`src/rtl/axis_dot_param.sv`:
```
// axis_dot_param
//   Streaming matrix-vector dot-product engine. One input frame carries an
//   N_IN-element vector followed by an N_OUT x N_IN matrix (row-major). For
//   each matrix row the engine emits one saturated signed dot product; the
//   N_OUT results form one output frame. Frame-length violations (early or
//   missing TLAST) raise a sticky frame_err.
//
// Ports
//   aclk, aresetn          clock (rising edge), asynchronous active-low reset
//   INPUT_AXIS_*           slave stream: TDATA/TLAST/TVALID in, TREADY out
//   OUTPUT_AXIS_*          master stream: TDATA/TLAST/TVALID out, TREADY in
//   frame_err              sticky frame-length violation flag
module axis_dot_param #(
  parameter int N_IN  = 20,
  parameter int N_OUT = 10,
  parameter int DW    = 32
) (
  input  logic          aclk,
  input  logic          aresetn,
  input  logic [DW-1:0] INPUT_AXIS_TDATA,
  input  logic          INPUT_AXIS_TLAST,
  input  logic          INPUT_AXIS_TVALID,
  output logic          INPUT_AXIS_TREADY,
  output logic [DW-1:0] OUTPUT_AXIS_TDATA,
  output logic          OUTPUT_AXIS_TLAST,
  output logic          OUTPUT_AXIS_TVALID,
  input  logic          OUTPUT_AXIS_TREADY,
  output logic          frame_err
);

  localparam int CW = $clog2(N_IN);
  localparam int RW = (N_OUT > 1) ? $clog2(N_OUT) : 1;
  // Wide enough that N_IN full-scale products can never overflow.
  localparam int AW = 2 * DW + CW;

  localparam logic [CW-1:0] IDX_LAST = CW'(N_IN - 1);
  localparam logic [RW-1:0] ROW_LAST = RW'(N_OUT - 1);

  localparam logic signed [AW-1:0] SAT_MAX = {{(AW-DW+1){1'b0}}, {(DW-1){1'b1}}};
  localparam logic signed [AW-1:0] SAT_MIN = {{(AW-DW+1){1'b1}}, {(DW-1){1'b0}}};

  localparam logic [1:0] S_VEC   = 2'd0;
  localparam logic [1:0] S_ROW   = 2'd1;
  localparam logic [1:0] S_FLUSH = 2'd2;

  logic [1:0]           state_reg;
  logic [CW-1:0]        idx_reg;      // vector index in S_VEC, column in S_ROW
  logic [RW-1:0]        row_reg;
  logic signed [AW-1:0] acc_reg;
  logic signed [DW-1:0] vec_reg [N_IN];
  logic [DW-1:0]        out_data_reg;
  logic                 out_last_reg;
  logic                 out_valid_reg;
  logic                 frame_err_reg;

  logic                   in_ready;
  logic                   accept;
  logic                   col_end;
  logic                   row_final;
  logic                   load_out;
  logic signed [2*DW-1:0] product;
  logic signed [AW-1:0]   acc_sum;
  logic [DW-1:0]          sat_val;

  // Ready is forced low while reset is held. In S_ROW the single output
  // register must be empty or draining this cycle before a beat can be taken.
  always_comb begin
    in_ready = 1'b1;
    if (state_reg == S_ROW)
      in_ready = !out_valid_reg || OUTPUT_AXIS_TREADY;
    if (!aresetn)
      in_ready = 1'b0;
  end

  assign accept    = INPUT_AXIS_TVALID && in_ready;
  assign col_end   = (idx_reg == IDX_LAST);
  assign row_final = (row_reg == ROW_LAST);

  assign product = $signed(INPUT_AXIS_TDATA) * vec_reg[idx_reg];
  assign acc_sum = acc_reg + $signed({{(AW-2*DW){product[2*DW-1]}}, product});

  always_comb begin
    sat_val = acc_sum[DW-1:0];
    if (acc_sum > SAT_MAX)
      sat_val = SAT_MAX[DW-1:0];
    else if (acc_sum < SAT_MIN)
      sat_val = SAT_MIN[DW-1:0];
  end

  // A row result is produced at its last column unless TLAST arrived early
  // (TLAST on the final row's last beat is the legitimate end of frame).
  assign load_out = accept && (state_reg == S_ROW) && col_end &&
                    (!INPUT_AXIS_TLAST || row_final);

  // Vector storage: one register per element, written during S_VEC.
  generate
    for (genvar gi = 0; gi < N_IN; gi++) begin : g_vec
      always_ff @(posedge aclk or negedge aresetn) begin
        if (!aresetn)
          vec_reg[gi] <= '0;
        else if (accept && (state_reg == S_VEC) && !INPUT_AXIS_TLAST &&
                 (idx_reg == CW'(gi)))
          vec_reg[gi] <= $signed(INPUT_AXIS_TDATA);
      end
    end
  endgenerate

  always_ff @(posedge aclk or negedge aresetn) begin
    if (!aresetn) begin
      state_reg     <= S_VEC;
      idx_reg       <= '0;
      row_reg       <= '0;
      acc_reg       <= '0;
      frame_err_reg <= 1'b0;
    end else begin
      case (state_reg)
        S_VEC: begin
          if (accept) begin
            if (INPUT_AXIS_TLAST) begin
              frame_err_reg <= 1'b1;
              idx_reg       <= '0;
            end else if (col_end) begin
              state_reg <= S_ROW;
              idx_reg   <= '0;
              row_reg   <= '0;
              acc_reg   <= '0;
            end else begin
              idx_reg <= idx_reg + 1'b1;
            end
          end
        end
        S_ROW: begin
          if (accept) begin
            if (INPUT_AXIS_TLAST && !(col_end && row_final)) begin
              // Early end of frame: drop the partial row, wait for a new vector.
              frame_err_reg <= 1'b1;
              state_reg     <= S_VEC;
              idx_reg       <= '0;
              row_reg       <= '0;
              acc_reg       <= '0;
            end else if (col_end) begin
              acc_reg <= '0;
              idx_reg <= '0;
              if (row_final) begin
                row_reg <= '0;
                if (INPUT_AXIS_TLAST) begin
                  state_reg <= S_VEC;
                end else begin
                  frame_err_reg <= 1'b1;
                  state_reg     <= S_FLUSH;
                end
              end else begin
                row_reg <= row_reg + 1'b1;
              end
            end else begin
              acc_reg <= acc_sum;
              idx_reg <= idx_reg + 1'b1;
            end
          end
        end
        S_FLUSH: begin
          if (accept && INPUT_AXIS_TLAST) begin
            state_reg <= S_VEC;
            idx_reg   <= '0;
          end
        end
        default: begin
          state_reg <= S_VEC;
          idx_reg   <= '0;
          row_reg   <= '0;
          acc_reg   <= '0;
        end
      endcase
    end
  end

  // Single output register; data and last hold while stalled.
  always_ff @(posedge aclk or negedge aresetn) begin
    if (!aresetn) begin
      out_data_reg  <= '0;
      out_last_reg  <= 1'b0;
      out_valid_reg <= 1'b0;
    end else if (load_out) begin
      out_data_reg  <= sat_val;
      out_last_reg  <= row_final;
      out_valid_reg <= 1'b1;
    end else if (OUTPUT_AXIS_TREADY) begin
      out_valid_reg <= 1'b0;
    end
  end

  assign INPUT_AXIS_TREADY  = in_ready;
  assign OUTPUT_AXIS_TDATA  = out_data_reg;
  assign OUTPUT_AXIS_TLAST  = out_last_reg;
  assign OUTPUT_AXIS_TVALID = out_valid_reg;
  assign frame_err          = frame_err_reg;

endmodule

```
`config.mk`:
```
export PLATFORM = sky130hd
export DESIGN_NAME = axis_dot_param
export DESIGN_NICKNAME = d
export VERILOG_FILES = /design/src/rtl/axis_dot_param.sv
export SDC_FILE = /design/constraint.sdc
export NUM_CORES = 2
export LEC_CHECK = 0
export CORE_AREA = 2 2 372 466
export DETAILED_ROUTE_END_ITERATION = 16
export DIE_AREA = 0 0 374 468
export DONT_BUFFER_PORTS = 1
export PLACE_DENSITY = 0.58
export SLEW_MARGIN = 20
export SYNTH_ARGS = -nofsm -noshare
export SYNTH_HDL_FRONTEND = slang
export SYNTH_SLANG_ARGS = --single-unit
```
`constraint.sdc`:
```
create_clock -name aclk -period 24 [get_ports aclk]
set_clock_uncertainty 0.15 [all_clocks]
set_input_delay 0 -clock aclk [delete_from_list [all_inputs] [get_ports aclk]]
set_output_delay 0 -clock aclk [all_outputs]
set_load 0.01 [all_outputs]
```
==> impl_metrics.ini <==
[critical_path]
r2r_start = idx_reg[1]
cp_slowest_cell = a2111oi_0
crit_type = reg -> reg
cp-endpoint = OUTPUT_AXIS_TDATA[30]
cp.required_ps = 24350
reg2reg_to = OUTPUT_AXIS_TDATA[30]
arrival_ps = 14540
endpoint_kind = flop
cp-start-kind = flop
reg2reg_slack_ps = 9810
crit_top_cell = fa_1
slowest_delay_ps = 1020
reg2regPathDepth = 32
cp_max_fo = 49
crit_start = idx_reg[1]

[global_routing]
grt_pass1_vias = 55555
grt_pass1_wl_um = 335000
grt-ovfl-total = 0
grt_usage_pct = 25.0
grt_max_degree = 190
antenna_found_initial = 12

[run]
max-cap-violations = 0

[timing]
whs_ps = 64.7
setup_slack_ps = 9810
rsz0062_at_grt = false
setup_viol_count_final = 0
tightest_slew_ps = 1160
min_period_ps = 14190
fmax_ghz = 0.0705
finalHoldViolCount = 0
slew_viol_final = 0
fin_setup_tns_ps = 0
relSlewSlack_pct = 20.6
fin_crit_sh_pct = 59.1

[detailed_routing]
totalWireLength_um = 212000
met2WireLength_um = 107000
route.top_layer_used = met5
dr_wl_met3_um = 11400
drc = 0
ant_nets = 0
first_pass_iters = 5
wire_per_inst_um = 24.0
drt-met1-wl_um = 87400
vias = 49341
dr.first_iter.drc_count = 3003
vias_per_cell = 5.58

[clock_tree]
post_cts.repair.setup_buffers = 0
cts_made_buffers = 81
clock_path_buffers = 3
cts_tree = yes
path_clk_slew_ps = 60
cts_max_level = 3
clk_latency_ps = 710
cts_root_buffer = clkbuf_16
cts_sinks = 755

[synth]
synth-edff-count = 0
ys_warn_count = 0
ys_seq_area_share_pct = 24.8
ys_seq_elements = 755
synth_top_area_share_pct = 33.1
syn_area_mm2 = 0.0763
syn_avg_cell_area_um2 = 11.2
synthArstFlopShare_pct = 100
synthTopCellsByCount = 1,260 x fa_1, 1,224 x inv_1, 755 x dfrtp_1, 677 x nand2_1, 641 x mux2_2
yosysMostFrequentCell = fa_1
synth.area.top_cells = fa_1 33%, dfrtp_1 25%, mux2_2 9.5%, inv_1 6.0%, mux4_2 5.7%
synth_fp_nets = 8322
yosysUniqueCellTypes = 92
synth_cells = 6789
synth_flop_cell = dfrtp_1
synth_area_leader_cell = fa_1

[floorplan]
start_util_pct = 44.7
core_mm2 = 0.171
die_w_um = 374
rows = 170
top_level_ports = 73
die_area_mm2 = 0.175
die_y_um = 468

[layout]
drive_gt1_share_pct = 17.5
num-nets-final = 8082
area_growth_pct = 6.64
finish.utilization_pct = 47.6
multi_input_area_mm2 = 0.0513
fillers = 15640
register_area_mm2 = 0.0189
largest_reg_flops = 640

[status]
status = complete, no violations

[placed_design]
dpl.hpwl_um = 149000
dpl_worst_slack_ps = 10230
portBuffers = 0
place_congestion = 0.959

[min_path]
worstHoldPathType = in -> reg
## per-layer routing
metal	vias up	GRT usage (%)
met4	4	7.60
met1	26734	32.7
li1	20851	-
met2	1399	43.6
met5	-	0
met3	353	3.24
## stage by stage
step           std cells  cell area (µm²)
3_3_place_gp        8658            78200
4_1_cts             8845            81300
5_1_grt             8847            81400
6_report            8849            81400
2_1_floorplan       6789            76300
3_5_place_dp        8658            78200
## logic make-up after synthesis
| family | synth area share [%] |
|---|---|
| flip-flops | 24.8 |
| AO/OA/AOI/OAI | 4.55 |
| XOR/XNOR | 0.689 |
| multiplexers | 15.2 |
| adder cells (fa/ha/maj) | 36.9 |
| AND/OR/NAND/NOR | 9.54 |
| buffers and inverters | 8.35 |
## worst min path at each step
stage,start,endpoint,slack (ps),cells after the start
floorplan,aresetn,OUTPUT_AXIS_TDATA[0],-450,0
global placement,aresetn,acc_reg[25],-230,1
detailed placement,aresetn,acc_reg[25],-220,1
CTS,OUTPUT_AXIS_TREADY,OUTPUT_AXIS_TVALID,9,3
global route,OUTPUT_AXIS_TREADY,OUTPUT_AXIS_TVALID,80,3
finish,OUTPUT_AXIS_TREADY,OUTPUT_AXIS_TVALID,60,3
## timing repair
item                      CTS  global route
hold endpoints to repair  897             0
hold buffers               43             0
gates resized for setup     0             0
## layout make-up
| class | count | area share (%) |
|---|---|---|
| clock buffer | 122 | 2.92 |
| antenna | 3 | 0.00923 |
| timing repair buffer | 122 | 1.39 |
| sequential | 755 | 23.2 |
| tap | 2236 | 3.44 |
| clock inverter | 22 | 0.386 |
| multi-input combinational | 4364 | 63.0 |
| inverter | 1225 | 5.65 |
## placed cells by master (no fill, tap or decap), types with 31 or more instances in the layout
cell and count:
nand2b_1 108, a21oi_1 127, and2_1 172, nand2_1 671
nand4_1 36, mux2_2 641, nor2_1 120, inv_1 1221
a22oi_2 31, dfrtp_1 751, ha_1 236, fa_1 1260
buf_4 74, dlygate4sd3_1 40, mux4_2 192, clkbuf_16 82
xnor2_1 40, a22o_1 63, o21ai_0 84, nor2b_1 227
## worst max-delay path, delay by kind of cell, from the launching register on
| kind | cells | cell delay [ps] |
|---|---|---|
| fa+ha+maj | 9 | 5210 |
| compound gates | 7 | 2560 |
| flops | 1 | 740 |
| simple gates | 6 | 1160 |
| mux | 2 | 930 |
| buf+inv | 8 | 3120 |
Power is left out: the tool's default activity adds up to more than one toggle a clock period on the data nets, which glitch-free logic cannot reach.
